==> config.mk <==
export PLATFORM = sky130hd
export DESIGN_NAME = weight_serializer
export DESIGN_NICKNAME = d
export VERILOG_FILES = /design/src/rtl/weight_serializer_pkg.sv /design/src/rtl/weight_serializer_piso_shift16.sv /design/src/rtl/weight_serializer.sv
export SDC_FILE = /design/constraint.sdc
export NUM_CORES = 1
export LEC_CHECK = 0
export ABC_CLOCK_PERIOD_IN_PS = 7400
export CORE_ASPECT_RATIO = 0.5
export CORE_MARGIN = 2
export CORE_UTILIZATION = 32
export CTS_BUF_LIST = sky130_fd_sc_hd__clkbuf_8
export DETAILED_ROUTE_END_ITERATION = 8
export HOLD_SLACK_MARGIN = 0.08
export MAX_ROUTING_LAYER = met4
export SETUP_SLACK_MARGIN = 0.2
export SKIP_LAST_GASP = 1
export SYNTH_ARGS = -nofsm -noshare
export SYNTH_HDL_FRONTEND = slang
export SYNTH_SLANG_ARGS = --single-unit
==> constraint.sdc <==
create_clock -name CLK -period 7.4 [get_ports CLK]
set_input_delay 1.11 -clock CLK [delete_from_list [all_inputs] [get_ports CLK]]
set_output_delay 1.11 -clock CLK [all_outputs]
set_load 0.05 [all_outputs]
==> src/rtl/weight_serializer_pkg.sv <==
`default_nettype none
// ============================================================================
//  Module      : weight_serializer_pkg
//  Description : Shared constants, state encoding and helpers for the result
//                serializer (shared word width with the SGD core / loader).
//  Revision    : 1.0 - initial release
// ============================================================================
package weight_serializer_pkg;

    // Width of one weight word, common to the SGD core and the serial loader.
    localparam int WORD_W = 16;

    // Frame sync pattern sent ahead of every result frame.
    localparam logic [7:0] SYNC_BYTE = 8'hA5;

    // Bit-counter reload values per field.
    localparam logic [4:0] SYNC_BITS  = 5'd8;
    localparam logic [4:0] CNT_BITS   = 5'd4;
    localparam logic [4:0] WORD_BITS  = 5'd16;
    localparam logic [4:0] CSUM_BITS  = 5'd8;
    // STOP spans two tick edges: one drives the stop bit, the next closes the frame.
    localparam logic [4:0] STOP_TICKS = 5'd2;

    typedef enum logic [2:0] {
        IDLE = 3'd0,
        SYNC = 3'd1,
        CNT  = 3'd2,
        DATA = 3'd3,
        CSUM = 3'd4,
        STOP = 3'd5
    } state_t;

    // Checksum contribution of one word: high byte XOR low byte.
    function automatic logic [7:0] fold_word(input logic [15:0] w);
        return w[15:8] ^ w[7:0];
    endfunction

endpackage
`default_nettype wire

==> src/rtl/weight_serializer_piso_shift16.sv <==
`default_nettype none
// ============================================================================
//  Module      : piso_shift16
//  Description : 16-bit parallel-in serial-out shift register, MSB first.
//                Load has priority over shift; shorter fields are loaded
//                MSB-aligned with zero padding below.
//  Revision    : 1.0 - initial release
// ============================================================================
module piso_shift16 (
    input  logic        CLK,
    input  logic        RST,
    input  logic        load,
    input  logic        shift,
    input  logic [15:0] din,
    output logic        msb
);

    logic [15:0] data;

    // Parallel load or left shift; the MSB is always the next bit to send.
    always_ff @(posedge CLK) begin
        if (RST) begin
            data <= 16'h0000;
        end else if (load) begin
            data <= din;
        end else if (shift) begin
            data <= {data[14:0], 1'b0};
        end
    end

    assign msb = data[15];

endmodule
`default_nettype wire

==> src/rtl/weight_serializer.sv <==
`default_nettype none
// ============================================================================
//  Module      : weight_serializer
//  Description : Snapshots bias + weight vector on start and streams it as a
//                tick-paced frame: SYNC(8) FEAT(4) WORD0..WORDfeat(16 each)
//                CHK(8) then one stop bit. All outputs registered.
//  Revision    : 1.0 - initial release
// ============================================================================
module weight_serializer
    import weight_serializer_pkg::*;
#(
    parameter int MAX_FEATURES = 15,
    parameter int WORD_W       = weight_serializer_pkg::WORD_W,
    parameter int DATA_WIDTH   = WORD_W * (MAX_FEATURES + 1)
) (
    input  logic                  CLK,
    input  logic                  RST,
    input  logic                  start,
    input  logic [3:0]            feat,
    input  logic [DATA_WIDTH-1:0] weights,
    input  logic                  tick,
    output logic                  sout,
    output logic                  busy,
    output logic                  frame_done
);

    // The snapshot always holds 16 word slots so the 4-bit index never
    // selects outside the vector; slots beyond MAX_FEATURES read as zero.
    localparam int SNAP_W = WORD_W * 16;

    state_t              state;
    logic [4:0]          bit_cnt;
    logic [3:0]          feat_q;
    logic [3:0]          word_idx;
    logic [SNAP_W-1:0]   snap;
    logic [7:0]          chk;

    logic                w_step;
    logic                w_last;
    logic                w_last_word;
    logic [3:0]          w_sel_idx;
    logic [15:0]         w_sel_word;
    logic [15:0]         w_load_val;
    logic                w_load;
    logic                w_shift;
    logic                w_msb;

    // Next-field selection and shift-register control.
    always_comb begin
        w_step      = tick && ((state == SYNC) || (state == CNT) ||
                               (state == DATA) || (state == CSUM));
        w_last      = (bit_cnt == 5'd1);
        w_last_word = (word_idx == feat_q);
        // CNT hands over to word 0; inside DATA the next word is idx+1.
        w_sel_idx   = (state == DATA) ? (word_idx + 4'd1) : 4'd0;
        if (int'(w_sel_idx) > MAX_FEATURES) begin
            w_sel_word = 16'h0000;
        end else begin
            w_sel_word = 16'(snap[int'(w_sel_idx) * WORD_W +: WORD_W]);
        end
        w_load_val  = 16'h0000;
        case (state)
            IDLE:    w_load_val = {SYNC_BYTE, 8'h00};
            SYNC:    w_load_val = {feat_q, 12'h000};
            CNT:     w_load_val = w_sel_word;
            DATA:    w_load_val = w_last_word ? {chk, 8'h00} : w_sel_word;
            default: w_load_val = 16'h0000;
        endcase
        w_load  = ((state == IDLE) && start) || (w_step && w_last);
        w_shift = w_step && !w_last;
    end

    piso_shift16 u_piso (
        .CLK   (CLK),
        .RST   (RST),
        .load  (w_load),
        .shift (w_shift),
        .din   (w_load_val),
        .msb   (w_msb)
    );

    // Frame sequencer: field counting, snapshot, checksum and registered outputs.
    always_ff @(posedge CLK) begin
        if (RST) begin
            state      <= IDLE;
            bit_cnt    <= 5'd0;
            feat_q     <= 4'd0;
            word_idx   <= 4'd0;
            snap       <= '0;
            chk        <= 8'h00;
            sout       <= 1'b1;
            busy       <= 1'b0;
            frame_done <= 1'b0;
        end else begin
            frame_done <= 1'b0;
            case (state)
                IDLE: begin
                    sout <= 1'b1;
                    if (start) begin
                        feat_q   <= feat;
                        snap     <= SNAP_W'(weights);
                        chk      <= 8'h00;
                        word_idx <= 4'd0;
                        bit_cnt  <= SYNC_BITS;
                        busy     <= 1'b1;
                        state    <= SYNC;
                    end
                end
                SYNC, CNT, DATA, CSUM: begin
                    if (tick) begin
                        sout <= w_msb;
                        if (w_last) begin
                            // The field just finished; the shift register is
                            // reloaded with the next field on this same edge.
                            case (state)
                                SYNC: begin
                                    bit_cnt <= CNT_BITS;
                                    state   <= CNT;
                                end
                                CNT: begin
                                    bit_cnt  <= WORD_BITS;
                                    word_idx <= 4'd0;
                                    chk      <= chk ^ fold_word(w_sel_word);
                                    state    <= DATA;
                                end
                                DATA: begin
                                    if (w_last_word) begin
                                        bit_cnt <= CSUM_BITS;
                                        state   <= CSUM;
                                    end else begin
                                        bit_cnt  <= WORD_BITS;
                                        word_idx <= word_idx + 4'd1;
                                        chk      <= chk ^ fold_word(w_sel_word);
                                    end
                                end
                                default: begin
                                    bit_cnt <= STOP_TICKS;
                                    state   <= STOP;
                                end
                            endcase
                        end else begin
                            bit_cnt <= bit_cnt - 5'd1;
                        end
                    end
                end
                STOP: begin
                    if (tick) begin
                        sout <= 1'b1;
                        if (w_last) begin
                            bit_cnt    <= 5'd0;
                            busy       <= 1'b0;
                            frame_done <= 1'b1;
                            state      <= IDLE;
                        end else begin
                            bit_cnt <= bit_cnt - 5'd1;
                        end
                    end
                end
                default: begin
                    state <= IDLE;
                    busy  <= 1'b0;
                    sout  <= 1'b1;
                end
            endcase
        end
    end

endmodule
`default_nettype wire

# Word-level counts from Yosys, hierarchy flattened
# Cells that the tools add are included.
# W data, S select, Z words.
dict set report word_totals {
  register_bits 299
  wordCells 95
}
dict set report classes {
  n_addsub 2
  n_eq_ne 15
  n_shift 1
  mux 41
  bitwise 5
  n_reduce_logical 21
}
# operator count
set op_table {}
lappend op_table {{$shiftx A256 B9 Y16} 1}
lappend op_table {{$pmux W16 S4} 1}
lappend op_table {{$mux W16} 3}
lappend op_table {{$mux W8} 4}
lappend op_table {{$pmux W8 S2} 2}
lappend op_table {{$mux W5} 6}
lappend op_table {{$pmux W5 S3} 2}
lappend op_table {{$mux W4} 5}
lappend op_table {{$mux W3} 6}
lappend op_table {{$pmux W3 S3} 2}
lappend op_table {{$pmux W4 S2} 2}
lappend op_table {{$xor A8 B8 Y8} 2}
lappend op_table {{$reduce_and A6 Y1} 2}
lappend op_table {{$ne A2 B2 Y1 const B} 5}
lappend op_table {{$ne A3 B3 Y1 const B} 3}
lappend op_table {{$reduce_and A4 Y1} 2}
lappend op_table {{$eq A3 B2 Y1 const B} 2}
lappend op_table {{$eq A3 B3 Y1 const B} 2}
lappend op_table {{$mux W1} 6}
lappend op_table {{$eq A5 B1 Y1 const B} 1}
lappend op_table {{$sub A5 B1 Y5 const B} 1}
lappend op_table {{$add A4 B1 Y4 const B} 1}
lappend op_table {{$eq A4 B4 Y1} 1}
lappend op_table {{$logic_and A1 B1 Y1} 4}
lappend op_table {{other kinds (12)} 19}

# Longest topological paths before layout
# Gate-level depths: netlist of run 1.
dict set report logic_depth {
  word_depth 10
  mapped_depth 11
  depth_no_buf 9
}

# Cells and area by module
# From an unflattened synthesis of run 1, not the netlist that was laid out.
dict set report hier_totals {
  hier_cells 1896
  area_unflattened_um2 14137.3
}
# module instances cells_per_inst area_per_inst_um2 seq_area_each_um2
set by_module_without_submodules {}
lappend by_module_without_submodules {weight_serializer 1 1825 13372.8 5665.4}
lappend by_module_without_submodules {piso_shift16 1 71 764.5 320.3}

# Worst setup path after synthesis of run 1
# No wires, ideal clock.
dict set report synth_path {
  path_kind {in2reg}
  from {in tick}
  to {reg u_piso.data[11]}
  setup_ps 91
  t_arrival_ps 2486
  required_ps 7309
  slack_ps 4823
  stages 7
  path_buffers 2
  path_cell_list {buf_2 > and2_2 > a21oi_2 > a2111oi_4 > buf_4 > o21ai_1 > a311oi_1}
}
dict set report synth_between {
  elab_chain_cells 4
  elab_cells_between_ends 6
  cone_classes {1 x mux; 5 x reduce/logical}
}
# element line
set synth_rtl {}
lappend synth_rtl {{start: declaration} weight_serializer.sv:21} ;# input logic tick,
lappend synth_rtl {{$logic_and A1 B1 Y1 (*)} weight_serializer.sv:50} ;# w_step = tick && ((state == SYNC) || (state == CNT) ||
lappend synth_rtl {{$logic_and A1 B1 Y1} weight_serializer.sv:69} ;# w_load = ((state == IDLE) && start) || (w_step && w_last);
lappend synth_rtl {{$logic_or A1 B1 Y1} weight_serializer.sv:69}
lappend synth_rtl {{$mux W16 / $reduce_bool A2 Y1 (equally long branches)} n/a}
lappend synth_rtl {{end signal: assignment} weight_serializer_piso_shift16.sv:25} ;# data <= din;
lappend synth_rtl {{end signal: assignment} weight_serializer_piso_shift16.sv:27} ;# data <= {data[14:0], 1'b0};
lappend synth_rtl {{end: declaration} weight_serializer_piso_shift16.sv:18} ;# logic [15:0] data;
# Every way passes the cells marked *; elsewhere a longest branch is shown, timed or not.
# A chain may end at the register's enable or synchronous reset.

# Worst setup path in the final report of run 1
dict set report layout_path {
  from {reg word_idx[0]}
  to {reg chk[7]}
}
dict set report layout_between {
  elab_chain_cells 10
  elab_cells_between_ends 13
  cone_classes {1 x add/sub; 2 x eq/ne; 1 x shift; 6 x mux; 2 x bitwise; 1 x reduce/logical}
}
# element line
set layout_rtl {}
lappend layout_rtl {{start: declaration} weight_serializer.sv:34} ;# logic [3:0] word_idx;
lappend layout_rtl {{start signal: assignment} weight_serializer.sv:132} ;# word_idx <= word_idx + 4'd1;
lappend layout_rtl {{$add A4 B1 Y4} weight_serializer.sv:55} ;# w_sel_idx = (state == DATA) ? (word_idx + 4'd1) : 4'd0;
lappend layout_rtl {{$mux W4} weight_serializer.sv:55}
lappend layout_rtl {{$shiftx A256 B9 Y16} weight_serializer.sv:59} ;# w_sel_word = 16'(snap[int'(w_sel_idx) * WORD_W +: WORD_W]);
lappend layout_rtl {{$xor A8 B8 Y8} weight_serializer_pkg.sv:35} ;# return w[15:8] ^ w[7:0];
lappend layout_rtl {{$xor A8 B8 Y8} {weight_serializer.sv:123, weight_serializer.sv:133}}
lappend layout_rtl {{$mux W8} weight_serializer.sv:127} ;# if (w_last_word) begin
lappend layout_rtl {{$pmux W8 S2} weight_serializer.sv:115} ;# case (state)
lappend layout_rtl {{$mux W8} weight_serializer.sv:112} ;# if (w_last) begin
lappend layout_rtl {{$mux W8} weight_serializer.sv:110} ;# if (tick) begin
lappend layout_rtl {{$pmux W8 S2} weight_serializer.sv:96} ;# case (state)
lappend layout_rtl {{end signal: assignment} weight_serializer.sv:123} ;# chk <= chk ^ fold_word(w_sel_word);
lappend layout_rtl {{end signal: assignment} weight_serializer.sv:133} ;# chk <= chk ^ fold_word(w_sel_word);
lappend layout_rtl {{end: declaration} weight_serializer.sv:36} ;# logic [7:0] chk;
# Several ways; a longest one is shown, not always the timed one. The select of a mux whose other input is x is not followed.

==> results of run 1 <==
worst max-delay path: stages (launching register included):
cell	delay (ns)
dfxtp_2	0.48
buf_4	0.35
inv_2	0.54
buf_4	0.53
a221oi_1	0.18
nor4_1	0.81
a31oi_1	0.25
xnor2_1	0.19
a22oi_1	0.24
mux2i_1	0.20
routing by layer:
layer	wire length, um	global-route usage, %
met1	26140	32.98
met2	24750	36.11
met3	3327	3.886
met4	773	4.202
met5	0	-
per-stage QoR:
| step | instance area (um^2) | cells |
|---|---|---|
| after floorplan | 14350 | 1897 |
| after global placement | 17230 | 2614 |
| after global routing | 18220 | 2695 |
| after detailed placement | 17230 | 2614 |
| final | 18220 | 2695 |
| after CTS | 18220 | 2695 |
area by class of cell:
type                    instances  area (um^2)
fillers                      4571        25690
multi-input cells            1436         7672
flip-flops and latches        299         5987
repair buffers                282         2800
clock buffers                  64        880.8
well taps                     588        735.7
clock inverters                17        112.6
inverters                       9        33.78
flip-flops by register name, summed over array words and instances (netlist names):
name         cells
u_piso.data     16
word_idx         4
sout             1
snap           256
busy             1
bit_cnt          5
chk              8
feat_q           4
state            3
frame_done       1
power breakdown:
part	switching [W]	internal, W	total [W]
logic	0.000448	0.000319	0.000767
clock network	0.000699	0.000805	0.00150
registers	0.0000943	0.00176	0.00185
cells in the final DEF (no fill, tap or decap), types with 3 or more instances in the layout:
cell type        count
a2111oi_2            5
a211o_1             15
a211oi_1            15
a21o_1              64
a21oi_1            379
a221o_1              5
a221oi_1             8
a22oi_1              6
a311o_1              4
a31oi_1             16
a32oi_1              5
and3_1               6
buf_4               15
clkbuf_8            64
clkdlybuf4s50_1    265
clkinv_2             7
dfxtp_1            298
ha_1                 3
inv_1               13
mux2_2               7
mux2i_1             28
nand2_1            573
nand2b_1            34
nand3_1             20
nor2_1              54
nor3_1              24
nor4_1               6
o211ai_1            23
o21ai_0             11
o22a_1              15
o22ai_1             18
o31ai_1              5
o32ai_1             10
or3_1               14
or3_4                5
xnor2_1              5
xor2_1              15
worst paths after layout:
check / startpoint / end / slack [ns] / cells after the start
max: word_idx[0]$_SDFFE_PP0P_ / chk[7]$_SDFFE_PP0P_ / 3.45 / 9
min: snap[197]$_SDFFE_PP0P_ / snap[197]$_SDFFE_PP0P_ / 0.45 / 2
max reg2reg: word_idx[0]$_SDFFE_PP0P_ / chk[7]$_SDFFE_PP0P_ / 3.45 / 9
min reg2reg: snap[197]$_SDFFE_PP0P_ / snap[197]$_SDFFE_PP0P_ / 0.45 / 2
logic make-up (layout without fill, tap and decap cells):
family	Yosys count	count (layout)	share of synthesized area, %
and+or+nand+nor	758	758	22.58
AOI/OAI and AO/OA	620	620	26.54
DFF	299	299	41.71
buffers and inverters	162	372	5.187
muxes	35	35	2.502
xor gates and xnor gates	20	20	1.221
adders and majority gates	3	3	0.2616
==> impl_metrics.json, run 1 <==
{
  "outcome": "completed",
  "power_w": 0.004121,
  "avgRoutedWirePerCell_um": 20.40,
  "hold_ws_ns": 0.4526,
  "synth_common_cells": "nand2_1 (573), a21oi_1 (379), dfxtp_1 (299), clkbuf_1 (103), a21o_1 (64)",
  "synth_seq_cells": 299,
  "end_kind": "flop",
  "cts_resized": 0,
  "arrival_ns": 4.48,
  "rsz0062_at_grt": "false",
  "ant_nets": 0,
  "port_buffers": 266,
  "cp_max_fo": 40,
  "grtUsageTotal_pct": 23.61,
  "die_area_um2": 46660,
  "cts_sinks": 299,
  "drt_wl_total_um": 54980,
  "synth_edf_count": 0,
  "synth_area_um2": 14350,
  "io_pins": 267,
  "drt_iter0_markers": 1297,
  "cts_buffers": 47,
  "die_w_um": 303.5,
  "finish.net_count": 2342,
  "n_antenna_cell": 0,
  "hpwl_um": 38830,
  "final_util_pct": 41.49,
  "cp.required_ns": 7.93,
  "grt_max_degree": 187,
  "ys_types": 68,
  "start_kind": "flop",
  "vias_per_cell": 5.334,
  "rows": 54,
  "postCtsSetupBuffers": 0,
  "max-vdd-ir-drop_uv": 110.2,
  "layout-drive-gt1-share_pct": 6.122,
  "p_leak_nw": 6.649,
  "gr-total-overflow": 0,
  "min_period_over_period_pct": 53.34,
  "ys_seq_area_share_pct": 41.71,
  "finalWorstSetupSlack_ns": 3.453,
  "drcViolationCount": 0,
  "max-cap-violations": 0,
  "grt_pass1_vias": 13620,
  "cts_tree": "done",
  "synth.most_common_cell": "nand2_1",
  "antenna_found_initial": 0,
  "die_height_um": 153.7,
  "yosys_warnings": 0,
  "tightestPinTransition_ns": 1.179,
  "setup-violations-final": 0,
  "synthArstFlopShare_pct": 0,
  "powerDensity_nw_per_um2": 226.1,
  "clkLatencyLatePin_ns": 0.62,
  "finalHoldViolCount": 0,
  "slew_headroom_pct": 21.41,
  "place_worst_setup_slack_ns": 3.103,
  "ys.flop_type": "dfxtp_1",
  "syn_nets": 2164,
  "clockBufferDepth": 3,
  "dr.pass1.iters": 5,
  "hold_path.class": "flop to flop",
  "synth.area.top_cells": "dfxtp_1 (42%), nand2_1 (15%), a21oi_1 (13%)",
  "syn2layout_area_growth_pct": 26.97,
  "yosys.area.top_type": "dfxtp_1",
  "finalClockSkew_ns": 0.03043,
  "critPathKind": "flop to flop",
  "fmax_ghz": 0.2534,
  "period_needed_ns": 3.947,
  "cts_max_level": 2,
  "gp_congestion": 0.9771,
  "core_area_um2": 43920,
  "clockRootBuffer": "clkbuf_8",
  "syn_inst": 1897,
  "clk_pin_slew_worst_paths_ns": 0.07,
  "syn_avg_cell_area_um2": 7.565,
  "finalMaxSlewViolations": 0,
  "hold_buffers": 0,
  "start_util_pct": 32.68,
  "via_count": 14380,
  "synth_top_area_share_pct": 41.71,
  "tns_ns": 0,
  "grt_pass1_wl_um": 83040
}
Note: power is estimated with default switching activity, not from simulation.
==> inputs of run 2 (changes only) <==
--- a/config.mk
+++ b/config.mk
@@ -5,7 +5,7 @@
 export SDC_FILE = /design/constraint.sdc
 export NUM_CORES = 1
 export LEC_CHECK = 0
-export ABC_CLOCK_PERIOD_IN_PS = 7400
+export ABC_CLOCK_PERIOD_IN_PS = 3300
 export CORE_ASPECT_RATIO = 0.5
 export CORE_MARGIN = 2
 export CORE_UTILIZATION = 32
==> constraint.sdc (replaced) <==
create_clock -name CLK -period 3.3 [get_ports CLK]
set_input_delay 0.495 -clock CLK [delete_from_list [all_inputs] [get_ports CLK]]
set_output_delay 0.495 -clock CLK [all_outputs]
set_load 0.05 [all_outputs]
==> run 2 against run 1 <==
Against the previous run:
- non-clock buffer count increased by 49
- largest power group unchanged
- clock power increased by 110%
- maximum frequency increased by 33%
- highest routed layer unchanged
- critical path type unchanged
- core utilization increased by 1.1 points
- largest cell class unchanged
==> impl_metrics.json, run 2 (synthesized netlist as in run 1, its figures left out) <==
{
  "outcome": "completed",
  "cts_tree": "done",
  "tightestPinTransition_ns": 0.7982,
  "cts_sinks": 299,
  "cp_cell_sequence": "nand4b_4 > buf_4 > a21o_1 > o22a_1 > and3_1 > a311o_1 > a32oi_1 > a211oi_1",
  "pwr-share-clk_pct": 35.0,
  "antenna_found_initial": 2,
  "tns_ns": 0,
  "die_area_um2": 46660,
  "drt_iter0_markers": 1377,
  "n_fill_cell": 4487,
  "cts_resized": 0,
  "start_util_pct": 32.68,
  "path_delay_family": "compound AO/OA/AOI/OAI gates",
  "finalWorstSetupSlack_ns": 0.3306,
  "cts_buffers": 46,
  "layout-drive-gt1-share_pct": 7.885,
  "holdPathStages": 2,
  "min_from": "RST",
  "seq_power_share_pct": 45.3,
  "reg2reg_to": "u_piso.data[4]$_SDFFE_PP0P_",
  "finalClockSkew_ns": 0.02110,
  "crit_slowest_cell": "dfxtp_1",
  "critPathKind": "flop to flop",
  "setup-violations-final": 0,
  "via_count": 14460,
  "top_regs": "snap: 256 flops, u_piso.data: 16 flops, chk: 8 flops",
  "multi_input_area_um2": 7670,
  "placed_area_um2": 17740,
  "grt_busiest_layer": "met2",
  "dr.pass1.iters": 5,
  "area.sequential_um2": 5987,
  "largest-register": "snap",
  "die_w_um": 303.5,
  "r2r-start": "state[0]$_SDFFE_PP0P_",
  "ant_nets": 0,
  "postCtsSetupBuffers": 0,
  "rsz0062_at_grt": "false",
  "p_leak_nw": 6.942,
  "critical_path_buf_inv_count": 1,
  "gp_congestion": 0.9946,
  "p_int_w": 0.006410,
  "drt_wl_total_um": 56070,
  "cp_max_fo": 22,
  "grt_max_degree": 125,
  "grtUsageTotal_pct": 23.90,
  "rows": 54,
  "finalMaxSlewViolations": 0,
  "r2r_cells": 8,
  "clkLatencyLatePin_ns": 0.59,
  "grt_pass1_wl_um": 82730,
  "vias_per_cell": 5.265,
  "port_buffers": 266,
  "max-vdd-ir-drop_uv": 227.5,
  "finalHoldViolCount": 0,
  "cp.required_ns": 3.73,
  "fmax_ghz": 0.3368,
  "start_kind": "flop",
  "period_needed_ns": 2.969,
  "grtUsageMet2_pct": 35.50,
  "design_area_um2": 18690,
  "min_period_over_period_pct": 89.98,
  "die_height_um": 153.7,
  "clockRootBuffer": "clkbuf_8",
  "slew_headroom_pct": 46.66,
  "powerDensity_nw_per_um2": 492.0,
  "syn2layout_area_growth_pct": 30.23,
  "clockBufferDepth": 3,
  "hold_path.class": "input port to flop",
  "min_to": "state[2]$_SDFFE_PP0P_",
  "place_worst_setup_slack_ns": 0.3926,
  "max_stage_delay_ns": 0.66,
  "r2r_slack_ns": 0.33,
  "clk_pin_slew_worst_paths_ns": 0.07,
  "core_area_um2": 43920,
  "final_util_pct": 42.56,
  "power_w": 0.009194,
  "finish.net_count": 2390,
  "mostFrequentLayoutCells": "nand2_1 (573), a21oi_1 (379), dfxtp_1 (298)",
  "use_met1_pct": 31.85,
  "final_common_cell": "nand2_1",
  "sw_frac_of_total_pct": 30.28,
  "largest_reg_flops": 256,
  "met3_usage_pct": 6.472,
  "io_pins": 267,
  "hold_buffers": 0,
  "arrival_ns": 3.40,
  "gr-total-overflow": 0,
  "power_frac_comb_pct": 19.7,
  "end_kind": "flop",
  "drcViolationCount": 0,
  "hpwl_um": 40470,
  "grt_pass1_vias": 13610,
  "cts_max_level": 2,
  "switchingPower_w": 0.002784,
  "max-cap-violations": 0,
  "avgRoutedWirePerCell_um": 20.42
}
-- run 2: changes by cell type in the layout (fill, tap and decap cells not counted), sizes merged --
cell	delta
buf	+49
clkbuf	-4
clkinv	-1
clkinvlp	-1
diode	+2
inv	+6
-- run 2: how the worst max path moves through the flow --
| stage | slack [ns] | cells past startpoint | from | endpoint |
|---|---|---|---|---|
| after detailed placement | 0.39 | 8 | state[0]$_SDFFE_PP0P_ | u_piso.data[5]$_SDFFE_PP0P_ |
| final | 0.33 | 8 | state[0]$_SDFFE_PP0P_ | u_piso.data[4]$_SDFFE_PP0P_ |
| after global placement | 0.44 | 8 | state[0]$_SDFFE_PP0P_ | u_piso.data[4]$_SDFFE_PP0P_ |
| after CTS | 0.38 | 8 | state[0]$_SDFFE_PP0P_ | u_piso.data[2]$_SDFFE_PP0P_ |
| after global routing | 0.24 | 8 | state[0]$_SDFFE_PP0P_ | u_piso.data[4]$_SDFFE_PP0P_ |
| after floorplan | 0.96 | 9 | word_idx[1]$_SDFFE_PP0P_ | chk[5]$_SDFFE_PP0P_ |
-- run 2: power by group through the flow --
stage	Combinational (W)	Clock [W]	Sequential [W]
2_1_floorplan	0.00106	0	0.00415
3_3_place_gp	0.00178	0	0.00423
3_5_place_dp	0.00179	0	0.00423
4_1_cts	0.00180	0.00330	0.00416
5_1_grt	0.00198	0.00347	0.00419
6_report	0.00181	0.00322	0.00416
-- run 2: area by class of cell --
cell class	count	share of cell area, %
Antenna cell	2	0.02678
Clock inverter	21	0.6092
Sequential cell	299	32.03
Timing Repair Buffer	331	17.75
Clock buffer	60	4.419
Multi-Input combinational cell	1436	41.04
Inverter	9	0.1808
Tap cell	588	3.937
-- run 2: metrics by stage --
stage	hold WS (ns)	std cells
6_report	0.3186	2746
5_1_grt	0.3363	2746
3_3_place_gp	0.4401	2663
4_1_cts	0.2943	2744
2_1_floorplan	0.4318	1897
3_5_place_dp	0.4451	2663
-- run 2: routing by layer --
metal / share of wire, % / up-vias
li1: - / 7038
met1: 46 / 6928
met2: 45 / 413
met3: 7.6 / 80
met4: 2.2 / 0
met5: 0 / -
==> inputs of run 3 (changes only) <==
--- a/config.mk
+++ b/config.mk
@@ -17,4 +17,5 @@
 export SKIP_LAST_GASP = 1
 export SYNTH_ARGS = -nofsm -noshare
 export SYNTH_HDL_FRONTEND = slang
+export SYNTH_HIERARCHICAL = 1
 export SYNTH_SLANG_ARGS = --single-unit
==> run 3 against run 2 <==
Against the previous run:
- register-to-register slack got worse by 0.03 ns
- die area shrank 1.5%
- highest routed layer unchanged
- via count is 1.0% lower
- combinational power rose to 2.6 times the previous value
- maximum frequency decreased by 1.1%
- final area shrank 0.58%
- worst setup slack lost 0.034 ns
- clock skew up 0.0091 ns
- first-iteration DRC count fell by 0.36%
==> impl_metrics.json, run 3 <==
{
  "cp_max_fo": 29,
  "powerDensity_nw_per_um2": 705.1,
  "yosys.area.top_type": "dfxtp_1",
  "finalHoldViolCount": 0,
  "rsz0062_at_grt": "false",
  "grt_pass1_vias": 13630,
  "arrival_ns": 3.46,
  "crit_slowest_cell": "and4bb_4",
  "synth_top_area_share_pct": 42.34,
  "dr.pass1.iters": 5,
  "hold_buffers": 0,
  "postCtsSetupBuffers": 0,
  "hold_path.class": "input port to flop",
  "synth_seq_cells": 299,
  "ys_types": 62,
  "grt_max_degree": 130,
  "largest-register": "snap",
  "design_area_um2": 18580,
  "min_period_over_period_pct": 91.02,
  "max-vdd-ir-drop_uv": 488.5,
  "cpMostUsedCell": "buf_4",
  "antenna_found_initial": 0,
  "tightestPinTransition_ns": 0.9137,
  "cp_cell_sequence": "and4bb_4 > buf_4 > nand2_1 > a31oi_1 > buf_4 > xor2_1 > nor2_1 > a211oi_2 > o21ai_0 > nor3b_2",
  "ant_nets": 0,
  "syn_avg_cell_area_um2": 7.456,
  "vias_per_cell": 5.218,
  "gr-total-overflow": 0,
  "syn_nets": 2163,
  "io_pins": 267,
  "syn2layout_area_growth_pct": 31.43,
  "max_stage_delay_ns": 0.66,
  "cp.required_ns": 3.76,
  "ys.flop_type": "dfxtp_1",
  "port_buffers": 266,
  "placed_area_um2": 17550,
  "cts_buffers": 46,
  "min_from": "RST",
  "synth_area_um2": 14140,
  "cts_max_level": 2,
  "clockRootBuffer": "clkbuf_8",
  "top_regs": "snap: 256 flops, u_piso/data: 16 flops, chk: 8 flops",
  "max-cap-violations": 0,
  "cts_sinks": 299,
  "p_leak_nw": 6.718,
  "layout-drive-gt1-share_pct": 7.939,
  "grtUsageTotal_pct": 23.34,
  "yosys_warnings": 6,
  "ys_seq_area_share_pct": 42.34,
  "r2r_cells": 10,
  "largest_reg_flops": 256,
  "drt_iter0_markers": 1372,
  "synth_edf_count": 0,
  "reg2reg_to": "chk[7]$_SDFFE_PP0P_",
  "via_count": 14310,
  "die_height_um": 152.6,
  "r2r-start": "state[1]$_SDFFE_PP0P_",
  "critPathKind": "flop to flop",
  "grt_pass1_wl_um": 80690,
  "fmax_ghz": 0.3329,
  "core_area_um2": 43580,
  "die_area_um2": 45980,
  "min_to": "bit_cnt[0]$_SDFFE_PP0P_",
  "start_util_pct": 32.44,
  "start_kind": "flop",
  "cts_tree": "done",
  "drcViolationCount": 0,
  "outcome": "completed",
  "clkLatencyLatePin_ns": 0.60,
  "rows": 54,
  "cts_resized": 0,
  "syn_inst": 1896,
  "die_w_um": 301.3,
  "n_antenna_cell": 0,
  "tns_ns": 0,
  "mostFrequentLayoutCells": "nand2_1 (603), a21oi_1 (329), dfxtp_1 (299)",
  "clockBufferDepth": 3,
  "finish.net_count": 2386,
  "clk_pin_slew_worst_paths_ns": 0.07,
  "synth.area.top_cells": "dfxtp_1 (42%), nand2_1 (16%), a21oi_1 (12%)",
  "drt_wl_total_um": 53790,
  "finalClockSkew_ns": 0.03023,
  "end_kind": "flop",
  "finalMaxSlewViolations": 0,
  "period_needed_ns": 3.004,
  "avgRoutedWirePerCell_um": 19.62,
  "synth_common_cells": "nand2_1 (603), a21oi_1 (329), dfxtp_1 (299), clkbuf_1 (110), nor2_1 (73)",
  "synthArstFlopShare_pct": 0,
  "final_common_cell": "nand2_1",
  "setup-violations-final": 0,
  "hpwl_um": 39180,
  "slew_headroom_pct": 39.09,
  "synth.most_common_cell": "nand2_1",
  "holdPathStages": 2,
  "gp_congestion": 0.9472,
  "r2r_slack_ns": 0.30
}
run 3: cell type report:
class	instances	area, um^2
clock buffers	64	880.8
flip-flops and latches	299	5986
repair buffers	337	3351
well taps	588	735.7
multi-input cells	1423	7436
fillers	4471	25000
inverters	12	45.04
clock inverters	19	146.4
run 3: report_power, final:
part	switching, W	internal, W
clock network	0.00155	0.00189
logic	0.00296	0.00180
registers	0.000535	0.00437
run 3: kinds of logic after synthesis:
kind of cell,share of synthesized area (%)
adder cells (fa/ha/maj),0.2655
buffers and inverters,5.363
XOR/XNOR,1.673
flip-flops,42.34
AND/OR/NAND/NOR,23.49
AO/OA/AOI/OAI,23.88
multiplexers,2.991
run 3: worst max-delay path by stage:
| stage | from | endpoint | cells after the start |
|---|---|---|---|
| global route | word_idx[1]$_SDFFE_PP0P_ | u_piso/data[10]$_SDFFE_PP0P_ | 10 |
| global placement | word_idx[0]$_SDFFE_PP0P_ | chk[2]$_SDFFE_PP0P_ | 9 |
| CTS | word_idx[0]$_SDFFE_PP0P_ | chk[2]$_SDFFE_PP0P_ | 9 |
| finish | state[1]$_SDFFE_PP0P_ | chk[7]$_SDFFE_PP0P_ | 10 |
| floorplan | word_idx[0]$_SDFFE_PP0P_ | u_piso/data[3]$_SDFFE_PP0P_ | 12 |
| detailed placement | word_idx[0]$_SDFFE_PP0P_ | chk[2]$_SDFFE_PP0P_ | 9 |
run 3: routing by layer:
layer / routed length [um] / vias up / global-route usage (%)
met1: 24920 / 6885 / 32.08
met3: 3923 / 69 / 4.676
li1: - / 6946 / -
met5: 0 / - / -
met2: 23860 / 409 / 34.84
met4: 1091 / 0 / 5.875
run 3: metrics by stage:
| step | utilization, % | std cells | setup WS (ns) | total power, W | hold WS (ns) |
|---|---|---|---|---|---|
| 2_1_floorplan | - | 1896 | 0.7304 | 0.007959 | 0.4312 |
| 3_3_place_gp | 40.28 | 2659 | 0.3986 | 0.009676 | 0.4398 |
| 3_5_place_dp | 40.28 | 2659 | 0.3751 | 0.009692 | 0.4433 |
| 4_1_cts | 42.64 | 2742 | 0.3363 | 0.01313 | 0.4081 |
| 5_1_grt | 42.64 | 2742 | 0.2045 | 0.01387 | 0.4271 |
| 6_report | 42.64 | 2742 | 0.2963 | 0.01310 | 0.3984 |
run 3: worst max-delay path, delay by kind of cell, from the launching register on:
kind            cells  cell delay [ns]
simple gates        4             0.94
flops               1             0.61
compound gates      3             0.69
buf+inv             2             0.47
xor+xnor            1             0.13
